`config.mk`:
```
export PLATFORM = sky130hd
export DESIGN_NAME = pipe_reg_hs
export DESIGN_NICKNAME = d
export VERILOG_FILES = /design/src/rtl/pipe_hs_stage.sv /design/src/rtl/pipe_reg_hs.sv
export SDC_FILE = /design/constraint.sdc
export NUM_CORES = 1
export LEC_CHECK = 0
export BUFFER_PORTS_ARGS = -buffer_cell sky130_fd_sc_hd__buf_2
export CAP_MARGIN = 20
export CORE_ASPECT_RATIO = 0.75
export CORE_MARGIN = 2
export CORE_UTILIZATION = 43
export DETAILED_ROUTE_END_ITERATION = 8
export PLACE_DENSITY = 0.78
export SLEW_MARGIN = 5
export SYNTH_ARGS = -nofsm -noshare
export SYNTH_HDL_FRONTEND = slang
export SYNTH_SLANG_ARGS = --single-unit
```
`constraint.sdc`:
```
create_clock -name clk_i -period 1.1 [get_ports clk_i]
set_input_delay 0.165 -clock clk_i [delete_from_list [all_inputs] [get_ports clk_i]]
set_output_delay 0.165 -clock clk_i [all_outputs]
set_load 0.05 [all_outputs]
```
`src/rtl/pipe_hs_stage.sv`:
```
// Single elastic pipeline stage: valid bit plus payload register.
// Loads from upstream whenever the ready chain says this slot may advance.
module pipe_hs_stage #(
  parameter int WIDTH      = 8,
  parameter int RESET_DATA = 1
) (
  input  logic             clk_i,
  input  logic             rst_i,
  input  logic             flush_i,
  input  logic             up_valid_i,
  input  logic [WIDTH-1:0] up_data_i,
  input  logic             ready_i,
  output logic             valid_o,
  output logic [WIDTH-1:0] data_o
);

  always_ff @(posedge clk_i) begin
    if (rst_i || flush_i) valid_o <= 1'b0;
    else if (ready_i)     valid_o <= up_valid_i;
  end

  // Payload only moves on a real item, so bubbles leave the old data in place.
  if (RESET_DATA != 0) begin : g_rst_data
    always_ff @(posedge clk_i) begin
      if (rst_i || flush_i)          data_o <= '0;
      else if (ready_i && up_valid_i) data_o <= up_data_i;
    end
  end else begin : g_hold_data
    always_ff @(posedge clk_i) begin
      if (ready_i && up_valid_i) data_o <= up_data_i;
    end
  end

endmodule

```
`src/rtl/pipe_reg_hs.sv`:
```
// Elastic DEPTH-stage register pipeline with valid/ready on both ends,
// bubble collapse, synchronous flush and occupancy count.
module pipe_reg_hs #(
  parameter  int WIDTH      = 8,
  parameter  int DEPTH      = 2,
  parameter  int RESET_DATA = 1,
  localparam int CNT_W      = (DEPTH > 0) ? $clog2(DEPTH + 1) : 1
) (
  input  logic             clk_i,
  input  logic             rst_i,
  input  logic             flush_i,
  input  logic             in_valid_i,
  output logic             in_ready_o,
  input  logic [WIDTH-1:0] in_data_i,
  output logic             out_valid_o,
  input  logic             out_ready_i,
  output logic [WIDTH-1:0] out_data_o,
  output logic [CNT_W-1:0] count_o
);

  if (DEPTH == 0) begin : g_bypass
    logic unused_ok;
    assign unused_ok   = ^{clk_i, rst_i};
    assign out_valid_o = in_valid_i & ~flush_i;
    assign out_data_o  = in_data_i;
    assign in_ready_o  = out_ready_i | flush_i;
    assign count_o     = '0;
  end else begin : g_pipe
    // vld/dat[0] is the upstream port; vld/dat[k+1] is the output of stage k.
    logic [DEPTH:0]            vld;
    logic [DEPTH:0][WIDTH-1:0] dat;
    logic [DEPTH-1:0]          rdy;
    logic [CNT_W-1:0]          cnt;

    assign vld[0] = in_valid_i;
    assign dat[0] = in_data_i;

    for (genvar k = 0; k < DEPTH; k++) begin : g_stage
      // A stage may advance if any slot from here to the output is empty,
      // or the consumer is taking the head item.
      assign rdy[k] = out_ready_i | ~(&vld[DEPTH:k+1]);

      pipe_hs_stage #(.WIDTH(WIDTH), .RESET_DATA(RESET_DATA)) u_stage (
        .clk_i      (clk_i),
        .rst_i      (rst_i),
        .flush_i    (flush_i),
        .up_valid_i (vld[k]),
        .up_data_i  (dat[k]),
        .ready_i    (rdy[k]),
        .valid_o    (vld[k+1]),
        .data_o     (dat[k+1])
      );
    end

    always_comb begin
      cnt = '0;
      for (int k = 1; k <= DEPTH; k++) cnt = cnt + CNT_W'(vld[k]);
    end

    assign in_ready_o  = rdy[0] | flush_i;
    assign out_valid_o = vld[DEPTH];
    assign out_data_o  = dat[DEPTH];
    assign count_o     = cnt;
  end

`ifndef SYNTHESIS
  a_out_stable: assert property (@(posedge clk_i) disable iff (rst_i)
    (out_valid_o && !out_ready_i && !flush_i && DEPTH > 0) |=> $stable(out_data_o));
  a_cnt_range: assert property (@(posedge clk_i) int'(count_o) <= DEPTH);
`endif

endmodule

```
# Word-level counts from Yosys, hierarchy flattened
# Cells that the tools add are included.
# op_classes
bitwise_logic	5
add_sub_neg	1
n_reduce_logical	4
# ops
op	n
$or A1 B1 Y1	3
$add A1 B1 Y2	1
$logic_and A1 B1 Y1	2
$not A1 Y1	2
$reduce_and A2 Y1	1
$logic_or A1 B1 Y1	1
# totals
elab_cells	14
output_inout_bits	12
regBits	18
inputBits	13

# Logic depth before layout (Yosys ltp)
# logic_depth
ltp_word	4
depth_mapped	5
ltp_nobuf	4

# By module
# Synthesis repeated with hierarchy kept, for this count alone.
# hier_totals
cells_unflattened	86
hier_area_um2	869.6
# by_module_without_submodules
mod	area_per_inst_um2	seq_area_each_um2	n_inst	cells_each
pipe_hs_stage	417.9	180.2	2	41
pipe_reg_hs	33.8	0.0	1	4

# Worst setup path before layout
# No wires, ideal clock.
# synth_path
kind	reg-to-output
start	reg g_pipe.g_stage[1].u_stage.valid_o
end	out in_ready_o
stages_incl_launch_ff	5
t_arrival_ps	1937
n_path_buf	1
required_time_ps	935
slack_ps	-1002
path_cell_list	dfxtp_1 ha_1 nand2b_4 buf_4 or2_2
# synth_via
elab_chain_len	4
# synth_rtl
item	line	source
from (decl)	pipe_hs_stage.sv:13	output logic valid_o,
from (signal assigned)	pipe_hs_stage.sv:19	else if (ready_i) valid_o <= up_valid_i;
$reduce_and A2 Y1	pipe_reg_hs.sv:41	assign rdy[k] = out_ready_i | ~(&vld[DEPTH:k+1]);
$not A1 Y1	pipe_reg_hs.sv:41	
$or A1 B1 Y1	pipe_reg_hs.sv:41	
$or A1 B1 Y1	pipe_reg_hs.sv:60	assign in_ready_o = rdy[0] | flush_i;
to (decl)	pipe_reg_hs.sv:13	output logic in_ready_o,
# No other way between the ends.

# Worst setup path after layout
# Ends and elaborated chain as after synthesis.

==> out/qor.yml <==
run_status:
  status: "finished with violations"
  violations: "setup timing"
logic_synthesis:
  synthesis.area_um2: 797
  synthXorXnorAreaFrac_pct: 0
  avgSynthCellArea_um2: 9.60
  synth_nets: 97
  synth_cells: 83
  synth.yosys.seq_area_share_pct: 45.2
  netlist_top_cells_area: "dfxtp_1, mux2i_1, buf_4, nand2_1, nand4_1"
  yosys.area_share.simple_pct: 22.0
  synth_cell_type_count: 18
  synth-compound-area-share_pct: 5.97
  synthMuxAreaShare_pct: 11.3
  yosys.area.top_type: "dfxtp_1"
  synth_top_area_share_pct: 45.2
  synthFlopType: "dfxtp_1"
  ys_ff_latch: 18
  synth-edff-count: 0
  synth_top_family_by_area: "simple AND/OR/NAND/NOR gates"
  ys.warnings.count: 0
  ys_async_sr_fraction_pct: 0
  yosys-top-cells-count: "dfxtp_1, nand2_1, buf_4, mux2i_1, nand4_1"
  synthAdderAreaFrac_pct: 1.57
  synth.most_common_cell: "dfxtp_1"
critical_path:
  r2r_slack_ns: -0.16
  cp-end-kind: "output pin"
  cp_max_fo: 2
  crit_start: "g_pipe.g_stage[1].u_stage.valid_o$_SDFFE_PP0P_"
  cp-start-kind: "register"
  reg2reg_depth: 7
  cp.arrival_ns: 1.26
  r2r_start: "g_pipe.g_stage[1].u_stage.valid_o$_SDFFE_PP0P_"
  critical_path_required_ns: 0.94
  r2r_end: "g_pipe.g_stage[0].u_stage.data_o[2]$_SDFFE_PP0P_"
  critical_path_class: "register to output pin"
cts:
  cts_buffers: 3
  cts.sinks: 18
  cts_root_buf: "clkbuf_4"
  cts_tree: "yes"
  insertion_delay_ns: 0.31
  clk_path_buf_depth: 2
  cts.clk_slew.worst_paths_ns: 0.11
  cts_htree_levels: 1
hold_path:
  hold_depth: 2
  holdPathEnd: "g_pipe.g_stage[0].u_stage.valid_o$_SDFFE_PP0P_"
  min-delay-start: "rst_i"
  hold_path.class: "input port to register"
place:
  io_buffers: 24
  place_congestion: 0.698
  hpwl_um: 1070
  place_ws_ns: -0.0957
global_routing:
  grt_pass1_vias: 563
  grt_use_total_pct: 16.1
  grt_max_degree: 26
  antenna_found_initial: 0
  grt_overflow: 0
  grt_pass1_wl_um: 2420
pwr:
  p_leak_nw: 0.446
  seqPwrFrac_pct: 54.2
  pwr-share-comb_pct: 11.6
  swShare_pct: 24.1
  power_density_nw_per_um2: 1150
  p_clk_share_pct: 34.1
  p_int_mw: 0.935
  irDropWorstVdd_v: 0.000690
  power.switching_mw: 0.297
floorplanning:
  die_height_um: 41.3
  dieWidth_um: 53.7
  core_um2: 1740
  ios: 25
  initial_core_util_pct: 45.8
  row_count: 13
  die_area_um2: 2220
timing:
  rsz0062_at_grt: "true"
  worstMarginPinSlew_ns: 0.249
  drv_slew: 0
  finClkSkew_ns: 0.00627
  fin_ws_ns: -0.329
  fmax_mhz: 700
  timing.final.crit_share_pct: 130
  finalCriticalPeriod_ns: 1.43
  setup_viol: 13
  hold_viol: 0
  slew_headroom_pct: 83.5
finish:
  fin_util_pct: 61.3
  area_delta_synth_final_pct: 33.9
  drive_gt1_share_pct: 49.1
  final_nets: 121
  diodes: 0
drt:
  viasPerCell: 4.92
  wl_um: 1660
  drtIter0Drc: 4
  dr.pass1.iters: 3
  routedWlPerCell_um: 13.0
  num_vias: 630
  drc_errors: 0
  final_antenna_net_count: 0
run:
  drv_cap: 0
-- placed cells by master (no fill, tap or decap), drive strengths merged, types with 2 or more instances in the layout --
| cell | instances |
|---|---|
| clkbuf | 11 |
| nand2 | 16 |
| o21ai | 8 |
| nand2b | 2 |
| buf | 26 |
| and2 | 2 |
| dfxtp | 18 |
| mux2i | 9 |
| nand4 | 8 |
-- critical path, cell delays in order, from the launching register on --
cell	delay, ns
dfxtp_4	0.38
ha_4	0.14
nand2b_4	0.05
or2_4	0.23
buf_8	0.15
-- per-stage QoR --
step / total power, mW / instances / setup TNS (ns) / hold slack (ns) / instance area, µm²
floorplan: 0.762 / 83 / -1.48 / 0.242 / 820
global placement: 0.801 / 121 / -0.0744 / 0.392 / 913
detailed placement: 0.803 / 121 / -0.0976 / 0.395 / 913
CTS: 1.23 / 127 / -0.989 / 0.0544 / 1010
global route: 1.28 / 128 / -2.42 / 0.0672 / 1070
finish: 1.23 / 128 / -1.81 / 0.0724 / 1070
-- worst max-delay path by stage --
stage,to,cells after the start
floorplan,in_ready_o,4
global placement,in_ready_o,4
detailed placement,in_ready_o,4
CTS,in_ready_o,4
global route,in_ready_o,4
finish,in_ready_o,4
-- flip-flops by register name, summed over array words and instances (netlist names) --
register,flops
g_pipe.g_stage.u_stage.valid_o,2
g_pipe.g_stage.u_stage.data_o,16
-- cells by family after synthesis --
kind of cell             count (synthesis)
AND/OR/NAND/NOR                         31
buffers and inverters                   15
multiplexers                             9
AO/OA/AOI/OAI                            9
flip-flops                              18
adder cells (fa/ha/maj)                  1
-- power groups by stage --
stage          Clock (mW)  Combinational, mW  Sequential, mW
6_report            0.421              0.143           0.668
5_1_grt             0.458              0.154           0.670
4_1_cts             0.425              0.137           0.668
3_5_place_dp            0              0.120           0.683
3_3_place_gp            0              0.119           0.682
2_1_floorplan           0             0.0776           0.685
-- cell type report --
type / count / area, µm²
Clock buffer: 4 / 36.3
Fill cell: 142 / 673
Inverter: 1 / 3.75
Multi-Input combinational cell: 50 / 365
Sequential cell: 18 / 365
Tap cell: 22 / 27.5
Timing Repair Buffer: 33 / 269
-- what timing repair did --
action,in CTS,in global routing
gates resized for setup,15,16
setup buffers,2,1
pin swaps,7,5
cloned,0,0
setup endpoints to repair,10,26
hold buffers,0,0
-- per-layer routing --
metal	global-route usage, %	wire length (µm)	vias up
li1	-	-	322
met2	26.2	781	18
met1	19.8	735	286
met5	0	0	-
met4	3.85	38	0
met3	6.93	105	4
No activity file was read; power rests on OpenSTA's default activity.
